--- src/rtl/apb_pkg.sv ---
// Shared types and default widths for the APB requester.
package apb_pkg;

  localparam int unsigned APB_ADDR_W = 4;
  localparam int unsigned APB_DATA_W = 32;

  typedef enum logic [1:0] {
    IDLE   = 2'd0,
    SETUP  = 2'd1,
    ACCESS = 2'd2
  } apb_state_e;

endpackage

--- src/rtl/apb_wdog.sv ---
// ACCESS-phase watchdog: counts wait-state cycles and flags the one that reaches LIMIT.
// Instantiated by apb_master only when APB_TIMEOUT_EN is defined.
module apb_wdog #(
  parameter int unsigned LIMIT = 16
) (
  input  logic PCLK,
  input  logic PRESETn,
  input  logic clr,
  input  logic inc,
  output logic expired
);

  localparam int unsigned CW = $clog2(LIMIT + 1);

  logic [CW-1:0] cnt_q, cnt_d;

  // Expiry fires on the increment that would bring the count up to LIMIT.
  always_comb begin
    expired = inc && (cnt_q == CW'(LIMIT - 1));
    cnt_d   = cnt_q;
    if (clr) begin
      cnt_d = '0;
    end else if (inc && !expired) begin
      cnt_d = cnt_q + CW'(1);
    end
  end

  // Counter register.
  always_ff @(posedge PCLK or negedge PRESETn) begin
    if (!PRESETn) begin
      cnt_q <= '0;
    end else begin
      cnt_q <= cnt_d;
    end
  end

endmodule

--- src/rtl/apb_master.sv ---
// APB requester: one command at a time through SETUP/ACCESS, one-cycle response strobe.
// Optional build macro APB_TIMEOUT_EN adds an ACCESS-phase watchdog (apb_wdog) that aborts
// a transfer with rsp_err=1 after TIMEOUT_CYCLES wait states.
module apb_master
  import apb_pkg::*;
#(
  parameter int unsigned ADDR_WIDTH     = APB_ADDR_W,
  parameter int unsigned DATA_WIDTH     = APB_DATA_W,
  parameter int unsigned TIMEOUT_CYCLES = 16
) (
  input  logic                  PCLK,
  input  logic                  PRESETn,
  // Request port
  input  logic                  cmd_valid,
  output logic                  cmd_ready,
  input  logic                  cmd_write,
  input  logic [ADDR_WIDTH-1:0] cmd_addr,
  input  logic [DATA_WIDTH-1:0] cmd_wdata,
  // Response port
  output logic                  rsp_valid,
  output logic [DATA_WIDTH-1:0] rsp_rdata,
  output logic                  rsp_err,
  // APB bus
  output logic                  PSEL,
  output logic                  PENABLE,
  output logic [ADDR_WIDTH-1:0] PADDR,
  output logic                  PWRITE,
  output logic [DATA_WIDTH-1:0] PWDATA,
  input  logic [DATA_WIDTH-1:0] PRDATA,
  input  logic                  PREADY,
  input  logic                  PSLVERR
);

  apb_state_e state_q, state_d;

  logic                  psel_q, psel_d;
  logic                  penable_q, penable_d;
  logic                  cmd_ready_q, cmd_ready_d;
  logic                  rsp_valid_q, rsp_valid_d;
  logic [ADDR_WIDTH-1:0] paddr_q, paddr_d;
  logic                  pwrite_q, pwrite_d;
  logic [DATA_WIDTH-1:0] pwdata_q, pwdata_d;
  logic [DATA_WIDTH-1:0] rsp_rdata_q, rsp_rdata_d;
  logic                  rsp_err_q, rsp_err_d;

  logic accept;
  logic timeout;
  logic done;

  // cmd_ready is registered so it reads 0 while reset is held.
  assign accept = (state_q == IDLE) && cmd_valid && cmd_ready_q;
  assign done   = (state_q == ACCESS) && (PREADY || timeout);

`ifdef APB_TIMEOUT_EN
  logic wd_expired;

  apb_wdog #(
    .LIMIT (TIMEOUT_CYCLES)
  ) u_wdog (
    .PCLK    (PCLK),
    .PRESETn (PRESETn),
    .clr     (state_q == SETUP),
    .inc     ((state_q == ACCESS) && !PREADY),
    .expired (wd_expired)
  );

  assign timeout = wd_expired;
`else
  assign timeout = 1'b0;
`endif

  // FSM state register.
  always_ff @(posedge PCLK or negedge PRESETn) begin
    if (!PRESETn) begin
      state_q <= IDLE;
    end else begin
      state_q <= state_d;
    end
  end

  // Next-state logic: SETUP is always a single cycle, ACCESS holds until done.
  always_comb begin
    state_d = state_q;
    unique case (state_q)
      IDLE:    if (accept) state_d = SETUP;
      SETUP:   state_d = ACCESS;
      ACCESS:  if (done) state_d = IDLE;
      default: state_d = IDLE;
    endcase
  end

  // Moore output decode from the upcoming state, so the bus pins come straight from flops.
  always_comb begin
    psel_d      = (state_d != IDLE);
    penable_d   = (state_d == ACCESS);
    cmd_ready_d = (state_d == IDLE);
    rsp_valid_d = done;
  end

  // Datapath next-state: latch the command on accept, capture the response on completion.
  always_comb begin
    paddr_d     = paddr_q;
    pwrite_d    = pwrite_q;
    pwdata_d    = pwdata_q;
    rsp_rdata_d = rsp_rdata_q;
    rsp_err_d   = rsp_err_q;
    if (accept) begin
      paddr_d  = cmd_addr;
      pwrite_d = cmd_write;
      pwdata_d = cmd_wdata;
    end
    if (done) begin
      // PREADY takes priority over a timeout in the same cycle.
      if (PREADY) begin
        rsp_rdata_d = pwrite_q ? '0 : PRDATA;
        rsp_err_d   = PSLVERR;
      end else begin
        rsp_rdata_d = '0;
        rsp_err_d   = 1'b1;
      end
    end
  end

  // Output and datapath registers.
  always_ff @(posedge PCLK or negedge PRESETn) begin
    if (!PRESETn) begin
      psel_q      <= 1'b0;
      penable_q   <= 1'b0;
      cmd_ready_q <= 1'b0;
      rsp_valid_q <= 1'b0;
      paddr_q     <= '0;
      pwrite_q    <= 1'b0;
      pwdata_q    <= '0;
      rsp_rdata_q <= '0;
      rsp_err_q   <= 1'b0;
    end else begin
      psel_q      <= psel_d;
      penable_q   <= penable_d;
      cmd_ready_q <= cmd_ready_d;
      rsp_valid_q <= rsp_valid_d;
      paddr_q     <= paddr_d;
      pwrite_q    <= pwrite_d;
      pwdata_q    <= pwdata_d;
      rsp_rdata_q <= rsp_rdata_d;
      rsp_err_q   <= rsp_err_d;
    end
  end

  assign PSEL      = psel_q;
  assign PENABLE   = penable_q;
  assign PADDR     = paddr_q;
  assign PWRITE    = pwrite_q;
  assign PWDATA    = pwdata_q;
  assign cmd_ready = cmd_ready_q;
  assign rsp_valid = rsp_valid_q;
  assign rsp_rdata = rsp_rdata_q;
  assign rsp_err   = rsp_err_q;

endmodule
--- config.mk ---
export PLATFORM = sky130hd
export DESIGN_NAME = apb_master
export DESIGN_NICKNAME = d
export VERILOG_FILES = /design/src/rtl/apb_pkg.sv /design/src/rtl/apb_wdog.sv /design/src/rtl/apb_master.sv
export SDC_FILE = /design/constraint.sdc
export NUM_CORES = 1
export LEC_CHECK = 0
export CAP_MARGIN = 0
export CORE_MARGIN = 2
export CORE_UTILIZATION = 25
export DETAILED_ROUTE_END_ITERATION = 6
export PLACE_DENSITY = 0.64
export SYNTH_ARGS = -nofsm -noshare
export SYNTH_HDL_FRONTEND = slang
export SYNTH_SLANG_ARGS = --single-unit
--- constraint.sdc ---
create_clock -name PCLK -period 1.6 [get_ports PCLK]
set_input_delay 0.48 -clock PCLK [delete_from_list [all_inputs] [get_ports PCLK]]
set_output_delay 0.48 -clock PCLK [all_outputs]
set_load 0.01 [all_outputs]
==> impl_metrics.json, run 1 <==
{
  "clockRootBuffer": "clkbuf_16",
  "slew_margin_rel": 0.689,
  "post-route-cell-area_sq_um": 5040,
  "max_cap_viol_count": 0,
  "via_per_inst": 4.02,
  "final_layout_size_suffix_gt1_frac": 0.267,
  "layout_commonest_cell": "dfrtp_1",
  "area_delta_synth_final_pct": 60.7,
  "post_drt_wl_per_cell_microns": 13.8,
  "swShare": 0.298,
  "detail_route.iter0.violations": 72,
  "postPlaceCellArea_sq_um": 4800,
  "power_frac_seq": 0.349,
  "clk_pin_slew_ps": 60,
  "max_freq_mhz": 637,
  "min_period_over_period": 0.981,
  "numCtsBuffers": 9,
  "critPathLaunchType": "input port",
  "clock_path_buffers": 2,
  "regToRegSetupSlack_ps": 130,
  "worst_slew_pin_slew_ps": 466,
  "end_kind": "flip-flop",
  "final_antenna_net_count": 0,
  "port_buffers": 147,
  "worstSetupPathType": "input port to flip-flop",
  "floorplan.initialDensity": 0.259,
  "crit_path_max_fanout": 20,
  "via_total_after_detailed_routing": 2105,
  "timing.critical_path.cells": "clkdlybuf4s50_1 -> and4bb_4 -> buf_12 -> mux2_2",
  "power_frac_clock": 0.241,
  "level_count_of_the_clock_h_tree": 3,
  "power_after_layout_uw": 9570,
  "syn-instance-count": 198,
  "first_global_vias": 2225,
  "synth-warning-count": 0,
  "final.min_clock_period_ps": 1570,
  "final_cells": 524,
  "routed_wl_mm": 7.25,
  "grt_antenna_before_repair": 0,
  "crit_arrival_ps": 1790,
  "setup_viol_count_final": 0,
  "syn_avg_cell_area_sq_um": 15.8,
  "slew_violations": 0,
  "seq_area_frac_synth": 0.606,
  "final.setup_skew_ps": 9.92,
  "syn_area_sq_um": 3140,
  "dieArea_sq_um": 13500,
  "clock_sinks": 76,
  "finalWeightedCongestion": 0.718,
  "drc": 0,
  "insertedDiodeCount": 0,
  "fp-row-count": 40,
  "power.internal_uw": 6720,
  "netSwitchingPower_uw": 2850,
  "tritoncts": "yes",
  "grt_start_max_net_pins": 77,
  "ys_types": 15,
  "grt_pass1_wl_mm": 11.4,
  "rsz0062_at_grt": "no",
  "final_cell_mix": "dfrtp_1 (76), dlygate4sd2_1 (74), clkdlybuf4s50_1 (72)",
  "hold_violations": 0,
  "place_inst": 509,
  "worst_ir_drop_vdd_mv": 0.675,
  "ios": 148,
  "combPwrFrac": 0.410,
  "die_h_microns": 116,
  "post_cts_hold_buffer_count": 0,
  "final_net_count": 426,
  "critical_path.max_stage_delay_ps": 480,
  "power.density_nw_per_um2": 1900,
  "outcome": "completed",
  "chipWidth_microns": 116,
  "synth.net_count": 272,
  "holdCritPathClass": "input port to async pin",
  "reg2reg_depth": 3,
  "overflow": 0,
  "globalRouteTotalUtil": 0.112,
  "half_perimeter_wire_length_after_placement_mm": 5.00,
  "worst_path_max_delay_cell": "clkdlybuf4s50_1",
  "cp_data_required_time_ps": 1820,
  "firstDrtPassIters": 4,
  "clock_insertion_delay_worst_skew_ps": 330,
  "p_leak_uw": 0.00232,
  "core_area_sq_um": 12100,
  "postSynthRegisterBits": 76
}
## critical path, delay by kind of cell
| kind | cells | cell delay (ps) |
|---|---|---|
| buf+inv | 2 | 660 |
| mux | 1 | 350 |
| simple gates | 1 | 280 |
## sequential cells by signal, indices dropped and copies added, names as in the netlist
name       count
PWRITE         1
state_q        2
PSEL           1
PENABLE        1
PADDR          4
cmd_ready      1
PWDATA        32
rsp_rdata     32
rsp_valid      1
rsp_err        1
## layer usage
layer  GRT usage  wire [microns]  up-vias
met1       0.136            3200     1026
met5           0               0        -
met4      0.0524             134        0
met3      0.0460             627       12
li1            -               -      981
met2       0.174            3290       86
## synth_stat cells
cell type,count,share of area
o21ai_0,3,0.0048
or3b_2,1,0.0028
o21a_1,1,0.0024
inv_1,1,0.0012
buf_12,2,0.013
nor2b_1,32,0.064
a21oi_1,1,0.0016
clkbuf_1,3,0.0036
buf_4,2,0.0048
and3b_1,1,0.0028
mux2_2,51,0.18
buf_6,4,0.014
dfrtp_1,76,0.61
and4bb_4,1,0.0052
mux2_4,19,0.091
## power by group through the flow
stage | Clock [uW] | Combinational [uW] | Sequential, uW
6_report | 2310 | 3920 | 3340
5_1_grt | 2490 | 4240 | 3480
4_1_cts | 2390 | 4000 | 3360
3_5_place_dp | 0 | 4650 | 3390
3_3_place_gp | 0 | 4590 | 3380
2_1_floorplan | 0 | 1820 | 3810
## cells by family (layout without fill, tap and decap cells)
family	Yosys count	in the layout	synth area share
flops	76	76	0.606
mux	70	70	0.274
simple gates	35	35	0.0746
buf+inv	12	170	0.0367
compound gates	5	5	0.00877
## worst paths after layout
check	startpoint	endpoint
setup / recovery	cmd_valid	PADDR[3]
hold / removal	PRESETn	rsp_rdata[30]
setup reg to reg	state_q[0]	PADDR[3]
hold reg to reg	rsp_rdata[13]	rsp_rdata[13]
max in group asynchronous	PRESETn	rsp_rdata[13]
min in group PCLK	rsp_rdata[13]	rsp_rdata[13]
## what timing repair did
action / 4_1_cts / 5_1_grt
buffers inserted: 0 / 0
setup endpoints to repair: 74 / 0
gates resized for setup: 74 / 0
## per-stage QoR
stage                     setup TNS [ps]  hold slack, ps  utilization  setup WS [ps]
after floorplan                        0             184            -            183
after global placement            -18930             488        0.396           -299
after detailed placement          -20040             493        0.396           -312
after CTS                              0             177        0.416           45.1
after global routing                   0             188        0.416           23.5
final                                  0             122        0.416           30.0
## area by class of cell
cell class | instances | area [sq um]
clock buffer | 10 | 239
inverter | 1 | 3.75
fill | 1187 | 7070
timing repair buffer | 154 | 1470
sequential | 76 | 1900
multi-input combinational | 110 | 1120
tap | 168 | 210
clock inverter | 5 | 100
(Power assumes the default switching activity.)
==> run 2, diff against run 1 <==
--- a/config.mk
+++ b/config.mk
@@ -6,7 +6,7 @@
 export NUM_CORES = 1
 export LEC_CHECK = 0
 export CAP_MARGIN = 0
-export CORE_MARGIN = 2
+export CORE_MARGIN = 3
 export CORE_UTILIZATION = 25
 export DETAILED_ROUTE_END_ITERATION = 6
 export PLACE_DENSITY = 0.64
==> run 2 against run 1 <==
Register-to-register slack better by 20 ps. Flip-flop and latch count stayed put. Utilization is 0.089 points lower. First-iteration DRC count is 6.9% higher. Largest power group unchanged. Setup slack better by 7.8 ps. Total power is 0.48% lower. Combinational power hardly changed. Sequential power hardly changed. Largest cell class unchanged. Clock power is 3% lower. Fmax is 0.50% higher.
==> impl_metrics.json, run 2 (same netlist as run 1, synthesis figures left out) <==
{
  "outcome": "completed",
  "half_perimeter_wire_length_after_placement_mm": 5.39,
  "power.density_nw_per_um2": 1890,
  "final_layout_size_suffix_gt1_frac": 0.269,
  "crit_path_max_fanout": 19,
  "clock_sinks": 76,
  "final_net_count": 426,
  "level_count_of_the_clock_h_tree": 3,
  "ios": 148,
  "worst_slew_pin_slew_ps": 351,
  "overflow": 0,
  "core_area_sq_um": 12200,
  "regToRegSetupSlack_ps": 150,
  "hold_violations": 0,
  "detail_route.iter0.violations": 77,
  "setup_viol_count_final": 0,
  "finalWeightedCongestion": 0.661,
  "holdCritPathClass": "input port to async pin",
  "numCtsBuffers": 9,
  "crit_arrival_ps": 1770,
  "post_cts_hold_buffer_count": 0,
  "grt_start_max_net_pins": 38,
  "firstDrtPassIters": 4,
  "regToRegStartpoint": "state_q[0]",
  "rr_endpoint": "PWDATA[30]",
  "slew_margin_rel": 0.766,
  "cp_data_required_time_ps": 1810,
  "area_delta_synth_final_pct": 61.0,
  "grt_pass1_wl_mm": 11.9,
  "power_after_layout_uw": 9530,
  "min_period_over_period": 0.976,
  "clock_insertion_delay_worst_skew_ps": 330,
  "layout_commonest_cell": "dfrtp_1",
  "clock_path_buffers": 2,
  "critical_path.startpoint": "cmd_valid",
  "final_cells": 525,
  "finalHoldWorstSlack_ps": 46.5,
  "final_core_util": 0.415,
  "floorplan.initialDensity": 0.258,
  "port_buffers": 147,
  "final_cell_mix": "dfrtp_1 (76), dlygate4sd2_1 (74), clkdlybuf4s50_1 (72)",
  "place_inst": 509,
  "clk_pin_slew_ps": 60,
  "insertedDiodeCount": 0,
  "routed_wl_mm": 7.36,
  "dieArea_sq_um": 13900,
  "fp-row-count": 40,
  "via_per_inst": 4.00,
  "final.min_clock_period_ps": 1560,
  "p_leak_uw": 0.00233,
  "die_h_microns": 118,
  "worstSetupPathType": "input port to flip-flop",
  "max_freq_mhz": 640,
  "rsz0062_at_grt": "no",
  "reg2reg_depth": 3,
  "tritoncts": "yes",
  "setup.worst_path.end": "PWDATA[30]",
  "drc": 0,
  "globalRouteTotalUtil": 0.109,
  "grt_antenna_before_repair": 0,
  "worst_ir_drop_vdd_mv": 0.851,
  "first_global_vias": 2215,
  "final_antenna_net_count": 0,
  "via_total_after_detailed_routing": 2101,
  "post_drt_wl_per_cell_microns": 14.0,
  "max_cap_viol_count": 0,
  "end_kind": "flip-flop",
  "slew_violations": 0,
  "chipWidth_microns": 118,
  "post-route-cell-area_sq_um": 5050,
  "clockRootBuffer": "clkbuf_16",
  "final.setup_skew_ps": 5.62,
  "layout.filler_cells": 1171,
  "critPathLaunchType": "input port",
  "postPlaceCellArea_sq_um": 4810
}
-- run 2: cell count changes in the layout (fill, tap and decap cells not counted) --
cell / before / now
bufinv_16: 3 / 2
buf_12: 3 / 4
clkbuf_8: 1 / 3
buf_4: 5 / 4
-- run 2: worst min path at each step --
stage / start / to / slack [ps]
global placement: PRESETn / PWDATA[9] / 400
finish: PRESETn / PWDATA[6] / 50
detailed placement: PRESETn / PWDATA[4] / 410
floorplan: PRESETn / PADDR[0] / 180
global route: PRESETn / PWDATA[9] / 60
CTS: PRESETn / PWDATA[3] / 50
-- run 2: layer usage --
| metal | vias to the layer above | wire, microns | global-route usage |
|---|---|---|---|
| met5 | - | 0 | 0 |
| met4 | 0 | 140 | 0.0484 |
| met3 | 10 | 554 | 0.0452 |
| met2 | 93 | 3290 | 0.158 |
| met1 | 1009 | 3380 | 0.142 |
| li1 | 989 | - | - |
-- run 2: final cells by class --
class	count	area (sq um)	share of cell area
Inverter	1	3.75	0.000743
Clock buffer	12	267	0.0527
Timing Repair Buffer	154	1480	0.293
Clock inverter	4	70.1	0.0139
Tap cell	168	210	0.0416
Multi-Input combinational cell	110	1120	0.222
Sequential cell	76	1900	0.376
-- run 2: worst max-delay path, stage by stage --
cell,delay [ps]
clkdlybuf4s50_1,480
and4bb_4,280
buf_12,180
mux2_2,350
-- run 2: timing repair --
item                                    4_1_cts  5_1_grt
hold endpoints to repair                      0        0
setup buffers                                 0        0
resized for setup                            74        0
endpoints found under the setup margin       74        0
-- run 2: per-stage QoR --
stage	setup slack, ps	setup TNS [ps]
2_1_floorplan	183	0
3_3_place_gp	-292	-19280
3_5_place_dp	-315	-19800
4_1_cts	48.0	0
5_1_grt	0.419	0
6_report	37.8	0
-- run 2: power breakdown --
| part | internal [uW] | switching (uW) | total, uW |
|---|---|---|---|
| Clock | 1490 | 760 | 2250 |
| Combinational | 2300 | 1640 | 3950 |
| Sequential | 2870 | 460 | 3330 |
| Total | 6660 | 2860 | 9530 |
